### src/rtl/fft4_reorder_if.sv
// Stream bundle for the 4-point FFT output reorder buffer.
// slave: the reorder buffer; master: the producer/consumer side.
interface fft4_reorder_if #(
  parameter int n = 8
);
  logic         in_valid;
  logic         in_sof;
  logic [n-1:0] in_data;
  logic         in_ready;
  logic [n-1:0] y;
  logic         out_valid;
  logic         out_ready;
  logic [1:0]   out_idx;
  logic         out_last;
  logic         frame_err;

  modport slave (
    input  in_valid, in_sof, in_data, out_ready,
    output in_ready, y, out_valid, out_idx, out_last, frame_err
  );

  modport master (
    output in_valid, in_sof, in_data, out_ready,
    input  in_ready, y, out_valid, out_idx, out_last, frame_err
  );
endinterface

### src/rtl/fft4_reorder.sv
// Bit-reversed to natural order reorder buffer for a 4-point FFT.
// FFT4_REORDER_PINGPONG_EN selects two banks instead of one.
module fft4_reorder #(
  parameter int n = 8
) (
  input  logic          clk,
  input  logic          clear,
  fft4_reorder_if.slave bus
);
`ifdef FFT4_REORDER_PINGPONG_EN
  localparam int NB = 2;
`else
  localparam int NB = 1;
`endif
  localparam logic TGL = (NB == 2) ? 1'b1 : 1'b0;

  logic [n-1:0]  r_mem [NB][4];
  logic [NB-1:0] r_full;
  logic [1:0]    r_wc;
  logic [1:0]    r_rc;
  logic          r_wb;
  logic          r_rb;
  logic          r_err;

  logic          w_in_hs;
  logic          w_out_hs;
  logic          w_wdone;
  logic          w_rdone;
  logic [1:0]    w_wpos;
  logic [1:0]    w_waddr;
  logic [NB-1:0] w_full_nxt;

  assign bus.in_ready  = ~r_full[r_wb];
  assign bus.out_valid = r_full[r_rb];
  assign bus.y         = r_mem[r_rb][r_rc];
  assign bus.out_idx   = r_rc;
  assign bus.out_last  = r_full[r_rb] && (r_rc == 2'd3);
  assign bus.frame_err = r_err;

  assign w_in_hs  = bus.in_valid && ~r_full[r_wb];
  assign w_out_hs = r_full[r_rb] && bus.out_ready;

  // A start-of-frame marker always restarts capture at position 0.
  assign w_wpos  = bus.in_sof ? 2'd0 : r_wc;
  assign w_waddr = {w_wpos[0], w_wpos[1]};
  assign w_wdone = w_wpos == 2'd3;
  assign w_rdone = r_rc == 2'd3;

  always_comb begin
    w_full_nxt = r_full;
    if (w_in_hs && w_wdone) w_full_nxt[r_wb] = 1'b1;
    if (w_out_hs && w_rdone) w_full_nxt[r_rb] = 1'b0;
  end

  always_ff @(posedge clk or negedge clear) begin
    if (!clear) begin
      for (int b = 0; b < NB; b++)
        for (int a = 0; a < 4; a++)
          r_mem[b][a] <= '0;
      r_full <= '0;
      r_wc   <= 2'd0;
      r_rc   <= 2'd0;
      r_wb   <= 1'b0;
      r_rb   <= 1'b0;
      r_err  <= 1'b0;
    end else begin
      r_full <= w_full_nxt;
      r_err  <= w_in_hs && bus.in_sof && (r_wc != 2'd0);
      if (w_in_hs) begin
        r_mem[r_wb][w_waddr] <= bus.in_data;
        r_wc <= w_wpos + 2'd1;
        if (w_wdone) r_wb <= r_wb ^ TGL;
      end
      if (w_out_hs) begin
        r_rc <= r_rc + 2'd1;
        if (w_rdone) r_rb <= r_rb ^ TGL;
      end
    end
  end
endmodule

### src/flat_wrapper.sv
// flat-port wrapper written by rule: the top's interface ports become plain ports
module fft4_reorder_flat 
#(
  parameter int n = 8
)
  (clk, clear, bus_in_valid, bus_in_sof, bus_in_data, bus_out_ready, bus_in_ready, bus_y, bus_out_valid, bus_out_idx, bus_out_last, bus_frame_err);
  fft4_reorder_if #(.n(n)) bus_i ();
  input  logic clk;
  input  logic clear;
  input wire logic [$bits(bus_i.in_valid)-1:0] bus_in_valid;
  input wire logic [$bits(bus_i.in_sof)-1:0] bus_in_sof;
  input wire logic [$bits(bus_i.in_data)-1:0] bus_in_data;
  input wire logic [$bits(bus_i.out_ready)-1:0] bus_out_ready;
  output wire logic [$bits(bus_i.in_ready)-1:0] bus_in_ready;
  output wire logic [$bits(bus_i.y)-1:0] bus_y;
  output wire logic [$bits(bus_i.out_valid)-1:0] bus_out_valid;
  output wire logic [$bits(bus_i.out_idx)-1:0] bus_out_idx;
  output wire logic [$bits(bus_i.out_last)-1:0] bus_out_last;
  output wire logic [$bits(bus_i.frame_err)-1:0] bus_frame_err;
  assign bus_i.in_valid = bus_in_valid;
  assign bus_i.in_sof = bus_in_sof;
  assign bus_i.in_data = bus_in_data;
  assign bus_i.out_ready = bus_out_ready;
  assign bus_in_ready = bus_i.in_ready;
  assign bus_y = bus_i.y;
  assign bus_out_valid = bus_i.out_valid;
  assign bus_out_idx = bus_i.out_idx;
  assign bus_out_last = bus_i.out_last;
  assign bus_frame_err = bus_i.frame_err;
  fft4_reorder #(.n(n)) u_core (.clk(clk), .clear(clear), .bus(bus_i));
endmodule
### config.mk
export PLATFORM = sky130hd
export DESIGN_NAME = fft4_reorder_flat
export DESIGN_NICKNAME = d
export VERILOG_FILES = /design/src/rtl/fft4_reorder_if.sv /design/src/rtl/fft4_reorder.sv /design/src/flat_wrapper.sv
export SDC_FILE = /design/constraint.sdc
export NUM_CORES = 1
export LEC_CHECK = 0
export ABC_AREA = 1
export CAP_MARGIN = 20
export CORE_MARGIN = 4
export CORE_UTILIZATION = 48
export CTS_CLUSTER_DIAMETER = 100
export DETAILED_ROUTE_END_ITERATION = 8
export GPL_TIMING_DRIVEN = 0
export PLACE_DENSITY_LB_ADDON = 0.05
export SLEW_MARGIN = 20
export SYNTH_ARGS = -nofsm -noshare
export SYNTH_HDL_FRONTEND = slang
export SYNTH_SLANG_ARGS = --single-unit
export TNS_END_PERCENT = 1
### constraint.sdc
create_clock -name clk -period 1.2 [get_ports clk]
set_clock_uncertainty 0.05 [all_clocks]
set_input_delay 0.24 -clock clk [delete_from_list [all_inputs] [get_ports clk]]
set_output_delay 0.24 -clock clk [all_outputs]
set_load 0.01 [all_outputs]
Word level (Yosys, flattened, before mapping)
Cells that the tools add are included.
- bits in registers: 38
- bits of input ports: 13
- output and inout port bits: 14
- logic and storage cells: 37
- $add $sub $neg: 2
- magnitude comparators: 3
- equal/unequal tests: 2
- multiplexer cells: 9
- bitwise logic cells: 3
- reduce and logical (&&, ||, !) cells: 10
- operators by type and width (kind ; count):
    32-bit bitwise mux ; 1
    8-bit two-way mux ; 3
    8-bit binary-select mux with 2-bit select ; 1
    8-bit demux with 2-bit select ; 1
    1-bit logical AND ; 8
    3-bit >= comparator, second input constant ; 2
    2-bit NOT with 3-bit output ; 2
    2-bit by 1-bit adder with 2-bit output, second input constant ; 2
    2-bit == test, second input constant ; 2
    2-bit nonzero test ; 2
    3-bit by 1-bit less-than comparator with 1-bit output, second input constant ; 1
    1-bit two-way mux ; 2
    2-bit two-way mux ; 1
    1-bit NOT ; 1

Depth between registers and ports, before layout
- depth after elaboration: 7
- depth in mapped cells: 7

Worst setup path after synthesis
Ideal clock, no wire load.
- path kind: flip-flop to output port
- from: register u_core.r_rc[1] (netlist: u_core.bus.out_idx[1])
- to: output bus_y[0]
- arrival: 1.199 ns
- data required time: 0.910 ns
- path slack: -0.289 ns
- cell stages (with the launch flop): 5
- path through: dfrtp_1 -> inv_1 -> clkbuf_1 -> o21ai_0 -> o21ai_0
- longest elaborated chain between the ends: 4
- ends and longest elaborated chain (item ; RTL line ; text):
    start: declaration ; fft4_reorder.sv:20 ; logic [1:0] r_rc;
    start signal: assignment ; fft4_reorder.sv:75 ; r_rc <= r_rc + 2'd1;
    2-bit NOT with 3-bit output (not written as such) ; fft4_reorder.sv:35 ; assign bus.y = r_mem[r_rb][r_rc];
    8-bit binary-select mux with 2-bit select ; fft4_reorder.sv:35 ;
    8-bit two-way mux (not written as such) (2 in series) ; fft4_reorder.sv:35 ;
    end: declaration ; flat_wrapper.sv:15 ; output wire logic [$bits(bus_i.y)-1:0] bus_y;
No other way between the ends. The select of a mux whose other input is x is not followed.

Worst setup path after layout
- from: register u_core.r_rc[0] (netlist: u_core.bus.out_idx[0])
- to: output bus_y[5]
The elaborated chain is that of the path after synthesis.

==> out/metrics.cfg <==
[run_status]
status=finished with violations
violations=setup timing

[synthesis]
ys_seq_elements=38
synth_area_leader_cell=dfrtp_1
postSynthCellCount=222
synth_top_cells_by_area=dfrtp_1 53%, nand2_1 16%, o21ai_0 6.5%, nor2_1 5.9%, nand3_1 5.0%
yosys_warnings=0
synth.top_cell.area_share=0.533
synth_nets=236
netlist_area_mm2=0.00178
yosys.cell_types.count=22
ys_seq_area_frac=0.533
avgSynthCellArea_um2=8.04

[clocking]
clk_latency_ns=0.29
htree_levels=2
cts_buffers=5
clockRootBuffer=clkbuf_8
cts_max_path_buffers=2
cts_tree=done
cts.sink_count=38
path_clk_slew_ns=0.08

[drt]
drt.antenna.violating_nets=0
routedWlPerCell_um=15.8
wl_um=4990
drtPass1Iterations=4
viasPerCell=5.39
drt_iter0_drc=93
route.detailed.drc=0
via_count=1699

[timing]
fin_crit_ns=1.69
max_slew_margin=0.742
maxSlewViolCount=0
fin_hold_ws_ns=0.319
clock.fmax_ghz=0.592
worst_slew_pin_slew_ns=0.386
hold_viol_final=0
setup_violations=47
rsz0062_at_grt=yes
fin_ws_ns=-0.491
fin_crit_sh=1.41

[floorplan]
rows=21
die_x_um=69.0
initial_utilization=0.514
io_pins=27
fp.coreArea_mm2=0.00347
die_area_mm2=0.00476
die_y_um=69.0

[power]
power.total_w=0.00689
ir_drop_uv=1280
power_density_mw_per_mm2=2780
leakagePower_nw=1.24

[setup_path]
path_max_fanout=7
cp-startpoint=u_core.bus.out_idx[0]
rr_startpoint=u_core.r_full
required_ns=0.91
end_kind=primary output
cp_data_arrival_time_ns=1.40
worstSetupPathType=reg -> out
startpoint_type=flip-flop

[hold_path]
hold_path.class=in -> async

[cells_and_area]
final_util=0.715
seq_area_um2=953
mostFrequentLayoutCell=nand2_1
fillers=304
multi_input_area_um2=871
finish.net_count=282
final_cells=315
antennaDiodeCount=0
layout-drive-gt1-share=0.275
mostFrequentLayoutCells=75 x nand2_1, 36 x dfrtp_1, 18 x nor2_1, 18 x nand3_1, 14 x o21ai_1
area_growth_pct=39.1
fin_area_mm2=0.00248

[grt]
grt_max_degree=27
grt_pass1_wl_um=8180
antenna_found_initial=0
grt_pass1_vias=1674
grt_usage=0.240
grt_overflow_total=0

[placement]
placed_area_mm2=0.00214
finalWeightedCongestion=0.789
dp_hpwl_um=3170
placedCellCount=295
io_buffers=26

[run]
cap_violations=0

==> layer usage <==
metal,part of all wire,vias up,track usage
li1,-,822,-
met1,0.45,811,0.330
met2,0.47,58,0.374
met3,0.071,8,0.0648
met4,0.013,0,0.0657
met5,0,-,0
==> where the power goes <==
part	switching, W	total (W)	internal (W)
clock network	0.000451	0.000914	0.000464
logic	0.00198	0.00362	0.00165
registers	0.000453	0.00235	0.00190
total	0.00288	0.00689	0.00401
==> critical path: stages (launching register included) <==
cell	delay [ns]
dfrtp_1	0.39
buf_6	0.15
buf_8	0.14
buf_12	0.13
nor2_1	0.09
o21ai_1	0.07
buf_2	0.14
==> cells by family (layout without fill, tap and decap cells) <==
logic type      Yosys count  in the layout  synth area share
simple gates            138            138             0.332
fa+ha+maj                 1              1           0.00701
xor+xnor                  1              1           0.00491
compound gates           28             28            0.0820
buf+inv                  16             63            0.0414
flops                    38             38             0.533
==> final cells by class <==
cell class              count  area share
clock inverters             1     0.00202
plain buffers               7      0.0393
multi-input cells         168       0.351
flip-flops and latches     38       0.384
clock buffers               7      0.0348
well taps                  46      0.0232
repair buffers             39       0.146
inverters                   9      0.0197
==> repair_timing <==
action	4_1_cts	5_1_grt
gates cloned	1	0
hold buffers	1	0
endpoints found under the hold margin	12	0
gates resized for setup	86	23
buffers inserted	10	0
pin swaps	17	4
endpoints found under the setup margin	49	51
==> stage by stage <==
stage	setup WS [ns]	TNS, ns
global placement	-1.07	-64.49
floorplan	-0.101	-1.19
finish	-0.491	-7.85
detailed placement	-0.729	-24.45
CTS	-0.484	-11.49
global route	-0.590	-11.01
==> cells in the mapped netlist <==
| cell | n |
|---|---|
| inv_1 | 6 |
| nand2_4 | 1 |
| a21oi_1 | 2 |
| clkbuf_1 | 1 |
| o21ai_1 | 1 |
| o21ai_0 | 23 |
| nand4_1 | 8 |
| nor2_4 | 1 |
| xor2_1 | 1 |
| buf_6 | 1 |
| nor2_1 | 28 |
| dfrtp_1 | 38 |
| nand3_1 | 18 |
| a211oi_1 | 1 |
| nand3_2 | 1 |
| nand2_2 | 2 |
| nand2_1 | 77 |
| buf_2 | 5 |
| inv_2 | 3 |
| ha_1 | 1 |
| nor2_2 | 2 |
| o21ai_2 | 1 |
==> flip-flops by register name (all words and copies together), names as in the netlist <==
name                  flops
u_core.bus.out_idx        2
u_core.r_mem             32
u_core.r_wc               2
u_core.r_full             1
u_core.bus.frame_err      1
==> worst paths after layout <==
path / slack [ns] / depth (start not counted) / to
max in group asynchronous: 0.33 / 3 / u_core.r_wc[1]
worst min register to register: 0.42 / 2 / u_core.r_mem[17]
worst min-delay path: 0.32 / 2 / u_core.r_mem[26]
worst max-delay path: -0.49 / 6 / bus_y[5]
worst max register to register: -0.14 / 7 / u_core.r_mem[8]
min in group clk: 0.42 / 2 / u_core.r_mem[17]
(Power assumes the default switching activity.)
==> edit 1: new RTL, same settings <==
Build with the macro `FFT4_REORDER_PINGPONG_EN` defined.
--- a/src/rtl/fft4_reorder.sv
+++ b/src/rtl/fft4_reorder.sv
@@ -1,5 +1,7 @@
 // Bit-reversed to natural order reorder buffer for a 4-point FFT.
 // FFT4_REORDER_PINGPONG_EN selects two banks instead of one.
+`define FFT4_REORDER_PINGPONG_EN
+
 module fft4_reorder #(
   parameter int n = 8
 ) (
Formal check against the unedited RTL: not equivalent (Yosys sat finds a counterexample within 10 cycles, from zero or initial values).
==> edit 1 against the unedited design <==
  * The run still ends with setup timing left
  * Final area is 110% higher
  * Wire length rose to 2.6 times the old value
  * Worst setup slack worse by 0.24 ns
  * Die area grew 120%
  * Total power increased by 120%
  * Synthesized area is 140% higher
  * Sequential cell count grew 35
  * Combinational power up 140%
==> edit 1: results (changes against the unedited design) <==
Layout
  • Clock network area share: 3.90% (was 3.68%)
  • Seq/total area: 34.5% (was 38.4%)
  • #MultiIn Comb: 383 (was 168)
  • Area Overhead vs Synth: 23.5% (was 39.1%)
  • Non-clk invs: 84 (was 9)
  • Fill cells: 838 (was 304)
  • CLK BUF: 12 (was 7)

Setup path
  • CP peak stage delay: 0.34 ns (was 0.39 ns)
  • End point of the critical path: bus_y[2] (was bus_y[5])
  • Crit path DAT: 1.64 ns (was 1.40 ns)
  • Setup crit start: u_core.r_rb (was u_core.bus.out_idx[0])
  • CP max FO: 8 (was 7)

Power and ir drop
  • Worst vdd ir: 1.23 mV (was 1.28 mV)
  • Comb power frac: 58.4% (was 52.6%)
  • Leak: 2.83 nW (was 1.24 nW)
  • Pwr Density: 2800 nW/um^2 (was 2780 nW/um^2)

Outcome
  • Violated checks: setup timing (unchanged)
  • Status: finished with violations (unchanged)

Synthesis
  • Sequential fraction of the synthesis area: 42.6% (was 53.3%)
  • Syn Area/Cell: 7.45 sq um (was 8.04 sq um)
  • Synth top area cells: dfrtp_1 43%, nand2_1 22%, nand4_1 9.6% (was dfrtp_1 53%, nand2_1 16%, o21ai_0 6.5%)

GRT
  • Largest net degree at the start of global routing: 55 (was 27)
  • Met1 usage: 38.2% (was 33.0%)
  • Tot GR Track Use: 26.3% (was 24.0%)

Drt
  • Met1 Routed Length: 5860 microns (was 2230 microns)
  • Met3 wire length: 873 microns (was 354 microns)
  • Routed WL per cell: 17.6 microns (was 15.8 microns)

STA
  • Hold slack final: 0.207 ns (was 0.319 ns)
  • Final setup violating endpoints: 82 (was 47)
  • Final setup margin: -0.731 ns (was -0.491 ns)

Place
  • Dpl cell area: 4650 sq um (was 2140 sq um)
  • Dpl ws: -0.867 ns (was -0.729 ns)

CTS
  • Skew-Pair Late Insertion Delay: 0.36 ns (was 0.29 ns)
==> edit 1: changes by cell type after synthesis, moves of 3 or more <==
cell / delta
nand4_1: +58
buf_6: +13
buf_4: +3
buf_2: +11
nand3_4: +4
o21ai_0: -21
nand2_1: +174
dfrtp_1: +35
inv_1: +72
nor2_1: -26
ha_1: +4
nand3_1: +19
==> edit 1: kinds of logic (layout without fill, tap and decap cells) <==
| kind of cell | after synthesis | after routing |
|---|---|---|
| adder cells (fa/ha/maj) | 5 | 5 |
| AO/OA/AOI/OAI | 5 | 5 |
| AND/OR/NAND/NOR | 372 | 372 |
| XOR/XNOR | 1 | 1 |
| flip-flops | 73 | 73 |
| buffers and inverters | 120 | 171 |
==> edit 1: repair_timing <==
| action | 4_1_cts | 5_1_grt |
|---|---|---|
| buffers inserted | 13 | 0 |
| gates resized for setup | 121 | 34 |
| endpoints found under the hold margin | 19 | 0 |
| endpoints found under the setup margin | 87 | 86 |
| pin swaps | 12 | 17 |
| gates cloned | 3 | 0 |
| hold buffers | 1 | 0 |
